$ cat src/rtl/mem_arbiter.sv
// Two-requester memory arbiter: round-robin with bounded lock bursts, one
// access in flight, registered downstream and completion outputs.
module mem_arbiter #(
  parameter int unsigned LOCK_MAX = 4,
  parameter int unsigned ADDR_W   = 16
) (
  input  logic              clk,
  input  logic              rst_n,
  input  logic              m0_req,
  input  logic              m0_we,
  input  logic              m0_byte,
  input  logic              m0_lock,
  input  logic [ADDR_W-1:0] m0_addr,
  input  logic [15:0]       m0_wdata,
  output logic [15:0]       m0_rdata,
  output logic              m0_ack,
  input  logic              m1_req,
  input  logic              m1_we,
  input  logic              m1_byte,
  input  logic              m1_lock,
  input  logic [ADDR_W-1:0] m1_addr,
  input  logic [15:0]       m1_wdata,
  output logic [15:0]       m1_rdata,
  output logic              m1_ack,
  output logic              mem_en,
  output logic              mem_we,
  output logic              mem_byte_en,
  output logic              mem_byte_sel,
  output logic [15:0]       mem_addr,
  output logic [15:0]       mem_wdata,
  input  logic [15:0]       mem_rdata,
  input  logic              mem_wait,
  output logic              owner,
  output logic              busy
);

  localparam int unsigned CNT_W = (LOCK_MAX > 1) ? $clog2(LOCK_MAX) : 1;
  localparam logic [0:0] S_IDLE   = 1'b0;
  localparam logic [0:0] S_ACCESS = 1'b1;

  logic [0:0]       r_state, w_state;
  logic             r_rr, w_rr;
  logic [CNT_W-1:0] r_cnt, w_cnt;
  logic             r_lock, w_lock;
  logic             r_owner, w_owner;
  logic             r_mem_en, w_mem_en;
  logic             r_mem_we, w_mem_we;
  logic             r_mem_byte_en, w_mem_byte_en;
  logic             r_mem_byte_sel, w_mem_byte_sel;
  logic [15:0]      r_mem_addr, w_mem_addr;
  logic [15:0]      r_mem_wdata, w_mem_wdata;
  logic [15:0]      r_m0_rdata, w_m0_rdata;
  logic [15:0]      r_m1_rdata, w_m1_rdata;
  logic             r_m0_ack, w_m0_ack;
  logic             r_m1_ack, w_m1_ack;
  logic             w_gnt;
  logic [ADDR_W-1:0] w_addr;

  // Grant m1 only if it asks and m0 is idle or the pointer favours m1.
  assign w_gnt  = m1_req & (~m0_req | r_rr);
  assign w_addr = w_gnt ? m1_addr : m0_addr;

  // Next-state and next-output logic; downstream fields are loaded at grant.
  always_comb begin
    w_state        = r_state;
    w_rr           = r_rr;
    w_cnt          = r_cnt;
    w_lock         = r_lock;
    w_owner        = r_owner;
    w_mem_en       = r_mem_en;
    w_mem_we       = r_mem_we;
    w_mem_byte_en  = r_mem_byte_en;
    w_mem_byte_sel = r_mem_byte_sel;
    w_mem_addr     = r_mem_addr;
    w_mem_wdata    = r_mem_wdata;
    w_m0_rdata     = r_m0_rdata;
    w_m1_rdata     = r_m1_rdata;
    w_m0_ack       = 1'b0;
    w_m1_ack       = 1'b0;
    case (r_state)
      S_IDLE: begin
        if (m0_req | m1_req) begin
          w_state        = S_ACCESS;
          w_owner        = w_gnt;
          w_lock         = w_gnt ? m1_lock : m0_lock;
          w_mem_en       = 1'b1;
          w_mem_we       = w_gnt ? m1_we : m0_we;
          w_mem_byte_en  = w_gnt ? m1_byte : m0_byte;
          w_mem_byte_sel = w_addr[0];
          w_mem_addr     = 16'(w_addr >> 1);
          w_mem_wdata    = w_gnt ? m1_wdata : m0_wdata;
        end
      end
      S_ACCESS: begin
        if (!mem_wait) begin
          w_state       = S_IDLE;
          w_mem_en      = 1'b0;
          w_mem_we      = 1'b0;
          w_mem_byte_en = 1'b0;
          if (r_owner) begin
            w_m1_rdata = mem_rdata;
            w_m1_ack   = 1'b1;
          end else begin
            w_m0_rdata = mem_rdata;
            w_m0_ack   = 1'b1;
          end
          // Locked bursts keep the pointer until the streak limit forces rotation.
          if (r_lock && (r_cnt < CNT_W'(LOCK_MAX - 1))) begin
            w_rr  = r_owner;
            w_cnt = r_cnt + CNT_W'(1);
          end else begin
            w_rr  = ~r_owner;
            w_cnt = '0;
          end
        end
      end
      default: w_state = S_IDLE;
    endcase
  end

  always_ff @(posedge clk or negedge rst_n) begin
    if (!rst_n) begin
      r_state        <= S_IDLE;
      r_rr           <= 1'b0;
      r_cnt          <= '0;
      r_lock         <= 1'b0;
      r_owner        <= 1'b0;
      r_mem_en       <= 1'b0;
      r_mem_we       <= 1'b0;
      r_mem_byte_en  <= 1'b0;
      r_mem_byte_sel <= 1'b0;
      r_mem_addr     <= '0;
      r_mem_wdata    <= '0;
      r_m0_rdata     <= '0;
      r_m1_rdata     <= '0;
      r_m0_ack       <= 1'b0;
      r_m1_ack       <= 1'b0;
    end else begin
      r_state        <= w_state;
      r_rr           <= w_rr;
      r_cnt          <= w_cnt;
      r_lock         <= w_lock;
      r_owner        <= w_owner;
      r_mem_en       <= w_mem_en;
      r_mem_we       <= w_mem_we;
      r_mem_byte_en  <= w_mem_byte_en;
      r_mem_byte_sel <= w_mem_byte_sel;
      r_mem_addr     <= w_mem_addr;
      r_mem_wdata    <= w_mem_wdata;
      r_m0_rdata     <= w_m0_rdata;
      r_m1_rdata     <= w_m1_rdata;
      r_m0_ack       <= w_m0_ack;
      r_m1_ack       <= w_m1_ack;
    end
  end

  assign m0_rdata     = r_m0_rdata;
  assign m1_rdata     = r_m1_rdata;
  assign m0_ack       = r_m0_ack;
  assign m1_ack       = r_m1_ack;
  assign mem_en       = r_mem_en;
  assign mem_we       = r_mem_we;
  assign mem_byte_en  = r_mem_byte_en;
  assign mem_byte_sel = r_mem_byte_sel;
  assign mem_addr     = r_mem_addr;
  assign mem_wdata    = r_mem_wdata;
  assign owner        = r_owner;
  assign busy         = r_mem_en;

endmodule

$ cat config.mk
export PLATFORM = sky130hd
export DESIGN_NAME = mem_arbiter
export DESIGN_NICKNAME = d
export VERILOG_FILES = /design/src/rtl/mem_arbiter.sv
export SDC_FILE = /design/constraint.sdc
export NUM_CORES = 1
export LEC_CHECK = 0
export BUFFER_PORTS_ARGS = -buffer_cell sky130_fd_sc_hd__buf_2
export CORE_MARGIN = 2
export CORE_UTILIZATION = 45
export CTS_CLUSTER_DIAMETER = 120
export DETAILED_ROUTE_END_ITERATION = 16
export GPL_TIMING_DRIVEN = 0
export PLACE_DENSITY = 0.79
export RECOVER_POWER = 50
export SYNTH_ARGS = -nofsm -noshare
export SYNTH_HDL_FRONTEND = slang
export SYNTH_SLANG_ARGS = --single-unit
$ cat constraint.sdc
create_clock -name clk -period 2.25 [get_ports clk]
set_clock_uncertainty 0.2 [all_clocks]
set_input_delay 0.1125 -clock clk [delete_from_list [all_inputs] [get_ports clk]]
set_output_delay 0.1125 -clock clk [all_outputs]
set_load 0.01 [all_outputs]
==> results of run 1 <==
-- registers in the layout, summed over array words and instances, names as in the netlist, 2 cells and up --
register   flops
mem_wdata     16
mem_addr      15
m0_rdata      16
r_cnt          2
m1_rdata      16
-- cells in the final DEF, fill, tap and decap left out, types with 2 or more instances in the layout --
cell type / count
bufinv_16: 2
inv_1: 2
a21oi_1: 37
nand2b_1: 2
buf_6: 3
dfrtp_1: 75
nand2_1: 8
buf_2: 134
a31oi_1: 35
clkbuf_4: 7
mux2_1: 3
dlygate4sd3_1: 89
clkbuf_8: 11
o21ai_1: 5
mux2_4: 9
o21ai_0: 32
buf_4: 6
nor2_1: 34
mux2_2: 20
clkbuf_1: 39
nor2b_1: 2
-- through the flow --
| stage | utilization, % | TNS, ns |
|---|---|---|
| after floorplan | - | 0 |
| after global placement | 58.9 | 0 |
| after detailed placement | 59.3 | 0 |
| after CTS | 74.8 | 0 |
| after global routing | 74.2 | -0.000780 |
| final | 74.2 | 0 |
-- path summary, 6_finish.rpt --
path,from,slack (ns),to
max in group asynchronous,rst_n,0.54,r_cnt[1]$_DFFE_PN0P_
min reg2reg,m0_rdata[10]$_DFFE_PN0P_,0.30,m0_rdata[10]$_DFFE_PN0P_
max reg2reg,r_state$_DFF_PN0_,0.11,mem_wdata[8]$_DFFE_PN0P_
min in group clk,m0_rdata[10]$_DFFE_PN0P_,0.30,m0_rdata[10]$_DFFE_PN0P_
max,m0_req,0.06,mem_addr[13]$_DFFE_PN0P_
min,rst_n,0.14,m1_rdata[3]$_DFFE_PN0P_
-- cell families (layout without fill, tap and decap cells) --
group,count (synthesis),in the layout,synth area share [%]
mux,32,32,11.9
simple gates,51,51,7.05
flops,75,75,56.5
fa+ha+maj,1,1,0.377
compound gates,112,112,18.8
xor+xnor,1,1,0.264
buf+inv,29,296,4.94
other cells,1,1,0.113
-- critical path, delay by kind of cell --
kind / cells / cell delay (ns)
AO/OA/AOI/OAI: 2 / 0.33
AND/OR/NAND/NOR: 1 / 0.08
buffers and inverters: 5 / 1.72
-- power breakdown --
| part | internal [µW] | switching (µW) |
|---|---|---|
| clock | 684 | 491 |
| combinational | 1030 | 967 |
| sequential | 1800 | 275 |
| total | 3510 | 1730 |
-- cell type report --
class,instances,share of cell area [%]
Timing Repair Buffer,251,31.1
Sequential cell,75,35.0
Clock buffer,12,2.90
Clock inverter,4,1.36
Inverter,2,0.140
Buffer,27,3.29
Multi-Input combinational cell,198,23.9
Tap cell,99,2.31
-- what timing repair did --
item,in CTS,in global routing
hold buffers,89,0
resized for setup,0,10
endpoints found under the setup margin,0,8
hold endpoints to repair,143,0
-- layer usage --
layer | share of wire (%) | track usage, %
met1 | 39 | 31.0
met2 | 49 | 46.5
met3 | 7.9 | 4.61
met4 | 3.9 | 14.9
met5 | 0 | 0
==> impl_metrics.csv, run 1 <==
group,metric,value,unit
status,status,"complete, no violations",
sta,max_freq,457,MHz
cells_and_area,multi_input_area,1280,µm²
place,numPortBuffers,161,
yosys,synth_top_area_cell,"dfrtp_1",
sta,hold_viol,0,
setup_path,required,2.32,ns
setup_path,start_kind,"input port",
yosys,ys_async_sr_fraction,100,%
drt,first_iter_violations,144,
yosys,synth_edf_count,0,
floorplan,dieWidth,89.9,µm
setup_path,crit_path_end_kind,"register",
yosys,synth_common_cells,"dfrtp_1 (75), a21oi_1 (37), a31oi_1 (35)",
grt,grt_max_degree,49,
setup_path,arrival,2.26,ns
clocking,clk_pin_slew_worst_paths,0.08,ns
clocking,htreeDepth,3,
cells_and_area,antenna_cells,0,
setup_path,crit_path_frequent_cell,"buf_2",
clocking,post-cts-setup-buffers,0,
yosys,synth-seq-cells,75,
clocking,cts_tree,"done",
yosys,avgSynthCellArea,11.0,µm²
place,place_area,4280,µm²
setup_path,cp_slowest_cell,"dlygate4sd3_1",
sta,setup_violations,0,
floorplan,die_h,89.9,µm
grt,grt_overflow,0,
sta,worst_slack,0.0619,ns
grt,track_usage,26.6,%
power,p_per_area,980,nW/µm²
clocking,cts_root_buffer,"clkbuf_8",
drt,route.detailed.drc,0,
floorplan,row_count,31,
cells_and_area,stdcell_count,668,
place,hpwl,6.29,mm
yosys,synth_area_leaders,"dfrtp_1 (57%), mux2_2 (6.8%), a31oi_1 (6.6%), a21oi_1 (5.6%), o21ai_0 (4.8%)",
floorplan,dieArea,8080,µm²
sta,period_minus_slack,2.19,ns
yosys,synth_warnings,0,
grt,grt_pass1_wl,17.3,mm
cells_and_area,syn_to_final_growth,61.3,%
yosys,post-synth-top-count-cell,"dfrtp_1",
yosys,synth-seq-area-share,56.5,%
power,p_leak,0.00247,µW
place,place_congestion,0.819,
clocking,clock_latency,0.33,ns
cells_and_area,drive_above_1_share,35.1,%
yosys,netlist_area,3320,µm²
drt,routed_wl,10.9,mm
yosys,synth_top_area_share,56.5,%
run,max_cap_violations,0,
min_path,min_path_type,"input port to async pin",
cells_and_area,final-seq-area,1880,µm²
power,power,5250,µW
drt,drt_first_pass_iters,5,
yosys,synthesis.nets,394,
setup_path,path_cells,"dlygate4sd3_1 > buf_2 > nand2b_1 > buf_2 > buf_2 > a31oi_1 > a21oi_1 > dlygate4sd3_1",
yosys,synth_cells,302,
clocking,numCtsBuffers,9,
drt,wl_per_cell,16.4,µm
place,place_inst,563,
floorplan,start_util,46.0,%
place,dp_slack,0.545,ns
grt,first_global_vias,3741,
cells_and_area,design_area,5360,µm²
yosys,ys.flop_type,"dfrtp_1",
drt,ant_nets,0,
setup_path,worst-path-max-fanout,10,
sta,report.final.slew_viol_count,0,
drt,vias_per_cell,5.29,
floorplan,io_pins,163,
setup_path,r2r_cells,6,
power,irDropWorstVdd,0.533,mV
cells_and_area,fillers,514,
sta,grt_setup_unrepaired,"true",
clocking,cts_max_path_buffers,2,
sta,timing.hold.ws,0.144,ns
sta,period_share,97.2,%
sta,maxSlewHeadroom,54.1,%
setup_path,critPathKind,"input port to register",
grt,antenna_found_initial,0,
drt,vias,3531,
floorplan,core-area,7210,µm²
yosys,synth_cell_types,28,
clocking,cts.sinks,75,
sta,worstMarginPinSlew,0.689,ns
setup_path,max_stage_delay,0.57,ns
cells_and_area,fin_nets,656,
Note: power is estimated with default switching activity, not from simulation.
==> inputs of run 2 (changes only) <==
- PLACE_DENSITY: 0.79 -> 0.87
==> impl_metrics.csv, run 2 (synthesis results as in run 1) <==
group,metric,value,unit
sta,max_freq,453,MHz
status,status,"complete, no violations",
setup_path,max_stage_delay,0.58,ns
cells_and_area,antenna_cells,0,
setup_path,rr_startpoint,"r_rr$_DFFE_PN0P_",
clocking,clk_pin_slew_worst_paths,0.07,ns
sta,setup_violations,0,
cells_and_area,drive_above_1_share,34.8,%
clocking,cts.sinks,75,
sta,period_minus_slack,2.21,ns
setup_path,path_cells,"dlygate4sd3_1 > buf_2 > o21bai_4 > buf_2 > a31oi_1 > a21oi_1 > dlygate4sd3_1",
cells_and_area,layout_common_cells,"buf_2 (136), dlygate4sd3_1 (89), dfrtp_1 (75), clkbuf_1 (40), a21oi_1 (37)",
cells_and_area,post-route-util,73.2,%
drt,routed_wl,11.4,mm
setup_path,arrival,2.28,ns
floorplan,dieWidth,89.9,µm
sta,worstMarginPinSlew,1.01,ns
place,place_congestion,0.855,
grt,track_usage,27.7,%
floorplan,io_pins,163,
sta,tns,0,ns
cells_and_area,fillers,494,
sta,report.final.slew_viol_count,0,
run,max_cap_violations,0,
grt,grt_pass1_wl,18.0,mm
place,place_area,4280,µm²
sta,hold_viol,0,
min_path,min_from,"m0_rdata[10]$_DFFE_PN0P_",
setup_path,critPathKind,"input port to register",
clocking,numCtsBuffers,9,
drt,ant_nets,0,
clocking,clock_latency,0.33,ns
cells_and_area,final_common_cell,"buf_2",
place,hpwl,6.43,mm
sta,maxSlewHeadroom,32.9,%
setup_path,required,2.32,ns
place,numPortBuffers,161,
setup_path,start_kind,"input port",
clocking,cts_max_path_buffers,2,
drt,wl_per_cell,17.1,µm
min_path,min_path_type,"register to register",
cells_and_area,fin_nets,658,
grt,first_global_vias,3750,
grt,grt_max_degree,76,
grt,grt_overflow,0,
setup_path,worst-path-max-fanout,10,
sta,period_share,98.1,%
drt,first_iter_violations,199,
floorplan,row_count,31,
place,dp_slack,0.570,ns
sta,worst_slack,0.0423,ns
grt,antenna_found_initial,0,
setup_path,crit_path_end_kind,"register",
cells_and_area,syn_to_final_growth,59.1,%
floorplan,core-area,7210,µm²
setup_path,startpoint,"m0_req",
clocking,cts_tree,"done",
cells_and_area,design_area,5280,µm²
floorplan,dieArea,8080,µm²
setup_path,cp_slowest_cell,"dlygate4sd3_1",
power,irDropWorstVdd,0.596,mV
drt,route.detailed.drc,0,
clocking,htreeDepth,3,
cells_and_area,final-seq-area,1880,µm²
power,p_per_area,938,nW/µm²
drt,vias_per_cell,5.46,
floorplan,die_h,89.9,µm
floorplan,start_util,46.0,%
cells_and_area,multi_input_area,1280,µm²
clocking,cts_root_buffer,"clkbuf_8",
drt,vias,3646,
drt,drt_first_pass_iters,8,
power,p_leak,0.00245,µW
==> run 2: routing by layer <==
metal  track usage [%]  part of all wire [%]  vias up
li1                  -                     -     1600
met1              32.1                    37     1721
met2              47.9                    50      254
met3              5.11                   7.8       71
met4              16.8                   5.7        0
met5                 0                     0        -
==> run 2: final cells by class <==
class	instances	area share, %
timing repair buffer	253	31.8
sequential	75	35.5
inverter	2	0.142
buffer	27	3.20
clock buffer	10	2.42
tap	99	2.35
multi-input combinational	198	24.2
clock inverter	4	0.379
==> run 2: stage by stage <==
| step | power, µW | hold slack, ns | instances |
|---|---|---|---|
| floorplan | 3020 | -0.383 | 302 |
| CTS | 4920 | 0.132 | 666 |
| global route | 5230 | 0.323 | 668 |
| global placement | 3690 | 0.146 | 562 |
| detailed placement | 3780 | -0.0425 | 563 |
| finish | 4950 | 0.291 | 668 |
==> run 2: critical path: cells and delay by family <==
kind	cells	cell delay (ns)
AOI/OAI and AO/OA	3	0.59
buffers and inverters	4	1.57
==> run 2: final timing paths <==
kind / endpoint / slack, ns / cells past startpoint
worst max-delay path: mem_wdata[6]$_DFFE_PN0P_ / 0.04 / 7
max in group asynchronous: r_lock$_DFFE_PN0P_ / 0.78 / 3
min in group asynchronous: mem_byte_sel$_DFFE_PN0P_ / 0.39 / 3
worst min-delay path: m0_rdata[10]$_DFFE_PN0P_ / 0.29 / 1
worst max register to register: mem_wdata[6]$_DFFE_PN0P_ / 0.08 / 6
worst min register to register: m0_rdata[10]$_DFFE_PN0P_ / 0.29 / 1
==> run 2: power by group <==
group / internal, µW / switching [µW] / leakage [µW]
clock: 381 / 450 / 0.0000815
sequential: 1800 / 281 / 0.000867
combinational: 1030 / 1000 / 0.00150
==> run 2: repair_timing <==
item	in CTS	in global routing
setup endpoints to repair	0	28
hold endpoints to repair	143	0
setup buffers	0	2
hold buffers	89	0
gates resized for setup	0	11
